[src/rtl/sync_event_ctrl.sv]
// sync_event_ctrl
//   Synchronizes NCH asynchronous level inputs, debounces each one, and turns
//   every debounced level change into an event. Events leave through a single
//   valid/ready port, and channels take turns round-robin. Each channel holds
//   at most one undelivered event. A further change on that channel while its
//   event is still waiting is dropped and recorded in a sticky overflow flag.
//
// Parameters
//   NCH          number of input channels (2..16)
//   SYNC_STAGES  synchronizer depth per channel (2..4)
//   DEBOUNCE     consecutive differing cycles needed to accept a change (1..255)
//
// Ports
//   CLK        clock for all logic
//   nRST       asynchronous active-low reset
//   in         raw asynchronous levels, one bit per channel
//   level      debounced level per channel
//   evt_valid  event presented
//   evt_ready  consumer accepts the presented event
//   evt_chan   channel index of the presented event
//   evt_level  new level carried by the event (1 rise, 0 fall)
//   overflow   sticky per-channel dropped-event flag
//   ovf_clr    one-cycle pulse clears the matching overflow bits
//   evt_time   (SYNC_EVENT_TIMESTAMP_EN only) cycle count captured at the flip
//
// Build option
//   SYNC_EVENT_TIMESTAMP_EN adds a free-running 16-bit cycle counter. The
//   counter value is captured per channel at each level flip and presented
//   on evt_time alongside evt_chan.

module sync_event_ctrl #(
  parameter int NCH         = 4,
  parameter int SYNC_STAGES = 2,
  parameter int DEBOUNCE    = 8
) (
  input  logic                   CLK,
  input  logic                   nRST,
  input  logic [NCH-1:0]         in,
  output logic [NCH-1:0]         level,
  output logic                   evt_valid,
  input  logic                   evt_ready,
  output logic [$clog2(NCH)-1:0] evt_chan,
  output logic                   evt_level,
  output logic [NCH-1:0]         overflow,
  input  logic [NCH-1:0]         ovf_clr
`ifdef SYNC_EVENT_TIMESTAMP_EN
  ,
  output logic [15:0]            evt_time
`endif
);

  localparam int CW = $clog2(NCH);
  localparam logic [7:0] DB_LAST = 8'(DEBOUNCE - 1);

  logic [NCH-1:0][SYNC_STAGES-1:0] sync_ff;
  logic [NCH-1:0][7:0]             db_cnt;
  logic [NCH-1:0]                  synced;
  logic [NCH-1:0]                  differ;
  logic [NCH-1:0]                  flip;
  logic [NCH-1:0]                  pending;
  logic [NCH-1:0]                  pend_lvl;
  logic [NCH-1:0]                  ovf_set;
  logic [NCH-1:0]                  grant_vec;
  logic [CW-1:0]                   last_grant;
  logic [CW-1:0]                   grant_idx;
  logic [CW-1:0]                   cand;
  logic                            grant_vld;
  logic                            load;

  always_comb begin
    synced  = '0;
    differ  = '0;
    flip    = '0;
    for (int i = 0; i < NCH; i++) begin
      synced[i] = sync_ff[i][SYNC_STAGES-1];
      differ[i] = synced[i] ^ level[i];
      // The flip happens on the DEBOUNCE-th differing cycle. The counter
      // still holds the number of earlier differing cycles.
      flip[i]   = differ[i] && (db_cnt[i] == DB_LAST);
    end
  end

  // Round-robin search starts just after the last granted channel.
  always_comb begin
    load      = !evt_valid || evt_ready;
    grant_vld = 1'b0;
    grant_idx = '0;
    grant_vec = '0;
    cand      = '0;
    if (load) begin
      for (int k = 1; k <= NCH; k++) begin
        cand = CW'((int'(last_grant) + k) % NCH);
        if (!grant_vld && pending[cand]) begin
          grant_vld = 1'b1;
          grant_idx = cand;
        end
      end
    end
    if (grant_vld) grant_vec[grant_idx] = 1'b1;
  end

  // A new flip is dropped only when the channel's slot is still occupied.
  // A slot being granted this cycle counts as free.
  always_comb begin
    ovf_set = flip & pending & ~grant_vec;
  end

  always_ff @(posedge CLK or negedge nRST) begin
    if (!nRST) begin
      sync_ff    <= '0;
      db_cnt     <= '0;
      level      <= '0;
      pending    <= '0;
      pend_lvl   <= '0;
      overflow   <= '0;
      evt_valid  <= 1'b0;
      evt_chan   <= '0;
      evt_level  <= 1'b0;
      last_grant <= CW'(NCH - 1);
    end else begin
      for (int i = 0; i < NCH; i++) begin
        sync_ff[i] <= {sync_ff[i][SYNC_STAGES-2:0], in[i]};

        if (!differ[i]) begin
          db_cnt[i] <= '0;
        end else if (flip[i]) begin
          db_cnt[i] <= '0;
          level[i]  <= ~level[i];
        end else begin
          db_cnt[i] <= db_cnt[i] + 8'd1;
        end

        if (flip[i] && !ovf_set[i]) begin
          pending[i]  <= 1'b1;
          pend_lvl[i] <= ~level[i];
        end else if (grant_vec[i]) begin
          pending[i]  <= 1'b0;
        end
      end

      // A same-cycle set beats the clear.
      overflow <= (overflow & ~ovf_clr) | ovf_set;

      if (load) begin
        evt_valid <= grant_vld;
        if (grant_vld) begin
          evt_chan   <= grant_idx;
          evt_level  <= pend_lvl[grant_idx];
          last_grant <= grant_idx;
        end
      end
    end
  end

`ifdef SYNC_EVENT_TIMESTAMP_EN
  logic [15:0]           ts_cnt;
  logic [NCH-1:0][15:0]  pend_time;

  always_ff @(posedge CLK or negedge nRST) begin
    if (!nRST) begin
      ts_cnt    <= '0;
      pend_time <= '0;
      evt_time  <= '0;
    end else begin
      ts_cnt <= ts_cnt + 16'd1;
      for (int i = 0; i < NCH; i++) begin
        if (flip[i] && !ovf_set[i]) pend_time[i] <= ts_cnt;
      end
      if (load && grant_vld) evt_time <= pend_time[grant_idx];
    end
  end
`endif

endmodule
[config.mk]
export PLATFORM = sky130hd
export DESIGN_NAME = sync_event_ctrl
export DESIGN_NICKNAME = d
export VERILOG_FILES = /design/src/rtl/sync_event_ctrl.sv
export SDC_FILE = /design/constraint.sdc
export NUM_CORES = 1
export LEC_CHECK = 0
export ABC_AREA = 1
export BUFFER_PORTS_ARGS = -buffer_cell sky130_fd_sc_hd__buf_4
export CAP_MARGIN = 20
export CELL_PAD_IN_SITES_DETAIL_PLACEMENT = 1
export CELL_PAD_IN_SITES_GLOBAL_PLACEMENT = 2
export CORE_UTILIZATION = 37
export DETAILED_ROUTE_END_ITERATION = 7
export PLACE_DENSITY_LB_ADDON = 0.1
export SLEW_MARGIN = 20
export SYNTH_ARGS = -nofsm -noshare
export SYNTH_HDL_FRONTEND = slang
export SYNTH_SLANG_ARGS = --single-unit
export TNS_END_PERCENT = 1
[constraint.sdc]
create_clock -name CLK -period 2.1 [get_ports CLK]
set_clock_uncertainty 0.05 [all_clocks]
set_input_delay 0.21 -clock CLK [delete_from_list [all_inputs] [get_ports CLK]]
set_output_delay 0.21 -clock CLK [all_outputs]
set_load 0.05 [all_outputs]
==> summary.txt <==
Run status
  – Status: finished clean

Route
  – WL/cell: 12.3 µm
  – Via count: 2242
  – Top sig layer: met4
  – DR vias/cell: 4.55
  – DR WL met2: 2810 µm
  – Met3 Routed Length: 177 µm
  – Initial DRC Count: 54
  – ANT nets after route: 0
  – WL met1: 3020 µm
  – First-pass DRT Iterations: 4
  – Residual DRC count: 0
  – WL final: 6080 µm

Layout
  – Layout cell share with drive strength beyond 1: 0.205
  – Area grow syn2layout: 20.7%
  – Post-route cell area: 3590 µm²
  – # nets final: 401
  – Antenna cells: 0
  – Fillers: 938

Synthesis
  – Largest area contributor in the netlist: dfrtp_1
  – EDFF count, synth: 0
  – Yosys cell types: 29
  – Cells after synthesis: 339
  – Syn Nets: 354
  – Area contributors post-synth: dfrtp_1 51%, nand2_1 9.6%, xor2_1 5.9%
  – Synth top cells by count: 76 x nand2_1, 60 x dfrtp_1, 45 x inv_1
  – Main flop type after synthesis: dfrtp_1
  – Sequential area share after synthesis: 0.523
  – FFs w/ async S/R, synth: 1.00
  – Share of the synthesized area in the top cell type: 0.505
  – Syn_area_per_cell: 8.77 µm²
  – Ys Warns: 0
  – Most common cell in the synthesized netlist: nand2_1
  – Synthesized area: 2970 µm²
  – Synthesis-stage register bit count: 62

Worst hold path
  – Hold_sp: ovf_clr[2]
  – WHS Path Cells: 2
  – Hold Crit Class: primary input to flip-flop
  – Hold endpoint: overflow[2]$_DFF_PN0_

Global routing
  – Vias in the first global route: 2379
  – Global Route Usage Sum: 0.167
  – Largest net degree at the start of global routing: 63
  – Global-route wire length before repair: 10900 µm
  – Grt ovf: 0
  – Antenna violations before repair: 0

Worst setup path
  – Critical path type: flip-flop to flip-flop
  – Worst EP arrival: 2160 ps
  – FF-to-FF setup slack: 110 ps
  – Worst setup SP type: flip-flop
  – Crit end category: flip-flop
  – Critical Path RT: 2270 ps
  – RR Endpoint: pend_lvl[2]$_DFFE_PN0P_
  – Peak fanout along the critical path: 10
  – R2R cell count: 14
  – Reg2Reg Launch Point: last_grant[0]$_DFFE_PN1P_

STA
  – Final period util: 0.945
  – Slew @ Worst Pin: 791 ps
  – RSZ-0062 raised after global routing: yes
  – Rel. slew slack: 0.472
  – Final setup viols: 0
  – Final Hold Fails: 0
  – Min cycle time layout: 1990 ps
  – F_max: 504 MHz
  – Fin. max-slew vios: 0

Power and ir drop
  – Clock share of power: 0.181
  – Psw: 2230 µW
  – Pwr per Cell Area: 1380 nW/µm²
  – Switching share of power: 0.451
  – P_int: 2720 µW
  – Total power: 4940 µW
  – Pleak: 0.00183 µW
  – Max IR drop VDD: 0.492 mV
  – Comb power frac: 0.481
  – Sequential share of power: 0.337

Floorplan
  – Row cnt: 32
  – Die height: 91.6 µm
  – Placeable Area: 7770 µm²
  – Die W: 91.6 µm
  – Total die area: 8400 µm²
  – Initial core utilization: 0.383
  – Ports: 23

Clock network
  – # H-tree levels: 3
  – Worst-Skew Late Latency: 330 ps
  – CTS Buf Count: 9
  – CTS clk-pin slew, worst paths: 70 ps
  – Root Driver: clkbuf_8
  – CTS tree: built
  – Sink Count: 62
  – CTS max path bufs: 2

Placed design
  – RD Place Congestion: 0.735
  – Dpl hpwl: 4410 µm
  – Area post-placement: 3280 µm²
  – PortBufs: 22

Flow run
  – Max cap viols: 0
-- worst max-delay path by stage --
stage                                    startpoint                 endpoint  slack (ps)  cells after the start
after floorplan           last_grant[0]$_DFFE_PN1P_  pend_lvl[1]$_DFFE_PN0P_         250                     16
after detailed placement  last_grant[0]$_DFFE_PN1P_  pend_lvl[3]$_DFFE_PN0P_           4                     13
after global routing      last_grant[0]$_DFFE_PN1P_  pend_lvl[2]$_DFFE_PN0P_         -30                     16
after CTS                 last_grant[0]$_DFFE_PN1P_  pend_lvl[3]$_DFFE_PN0P_         0.5                     13
final                     last_grant[0]$_DFFE_PN1P_  pend_lvl[2]$_DFFE_PN0P_         110                     14
after global placement    last_grant[0]$_DFFE_PN1P_  pend_lvl[2]$_DFFE_PN0P_          50                     13
-- metal layers --
metal  global-route usage  up-vias
met3               0.0473        5
met1                0.215     1056
li1                     -     1158
met4               0.0635        0
met5                    0        -
met2                0.267       23
-- sequential cells by signal (all words and copies together), names as in the netlist --
name,count
db_cnt,32
sync_ff,8
level,4
overflow,4
pend_lvl,4
pending,4
evt_chan,2
last_grant,2
evt_level,1
evt_valid,1
-- cells by family after synthesis --
group | after synthesis | share of synthesized area
adder cells (fa/ha/maj) | 4 | 0.0168
AND/OR/NAND/NOR | 185 | 0.301
buffers and inverters | 52 | 0.0707
flip-flops | 62 | 0.523
AO/OA/AOI/OAI | 16 | 0.0295
XOR/XNOR | 20 | 0.0589
-- worst max-delay path, cell delays in order, from the launching register on --
cell and delay, ps:
dfstp_2 560, buf_12 120, inv_8 40, nand2_1 50
nand2_1 80, nand2_1 120, nand2_4 80, o21ai_2 160
nand3_2 140, nand2_4 130, nand2_2 70, nand2_1 90
nand2_2 70, nand3_1 70, nand2_1 50
-- metrics by stage --
| step | setup WS (ps) | instances | util | hold slack, ps | TNS, ps |
|---|---|---|---|---|---|
| 6_report | 114 | 493 | 0.462 | 25.1 | 0 |
| 2_1_floorplan | 254 | 339 | - | -136 | 0 |
| 3_3_place_gp | 52.7 | 465 | 0.422 | 269 | 0 |
| 3_5_place_dp | 4.24 | 465 | 0.422 | 270 | 0 |
| 4_1_cts | 0.462 | 488 | 0.452 | 0.111 | 0 |
| 5_1_grt | -28.6 | 493 | 0.462 | 13.2 | -49.4 |
-- power groups by stage --
stage,Combinational [µW],Clock (µW),Sequential (µW)
2_1_floorplan,1480,0,1890
3_3_place_gp,2180,0,1720
3_5_place_dp,2200,0,1730
4_1_cts,2220,939,1710
5_1_grt,2670,994,1710
6_report,2380,897,1670
-- placed cells by master (no fill, tap or decap), types with 4 or more instances in the layout --
master	count
a21oi_1	6
buf_4	27
clkbuf_8	9
dfrtp_1	60
dlygate4sd3_1	8
ha_1	4
inv_1	45
inv_2	4
nand2_1	75
nand2_2	13
nand2_4	5
nand3_1	16
nand3_2	4
nand3b_1	4
nand4_1	4
nor2_1	37
nor3_1	15
xor2_1	20
-- final cells by class --
cell class	instances	area (µm²)	share of cell area
clock inverter	6	38.8	0.0108
inverter	51	201	0.0561
multi-input combinational	225	1230	0.343
sequential	62	1550	0.433
tap	102	128	0.0356
timing repair buffer	37	308	0.0857
clock buffer	10	128	0.0356
-- timing repair --
| action | in CTS | in global routing |
|---|---|---|
| hold endpoints to repair | 66 | 1 |
| hold buffers | 7 | 1 |
| buffers inserted | 0 | 4 |
| gates resized for setup | 0 | 7 |
| endpoints found under the setup margin | 0 | 9 |
Note: power is estimated with default switching activity, not from simulation.
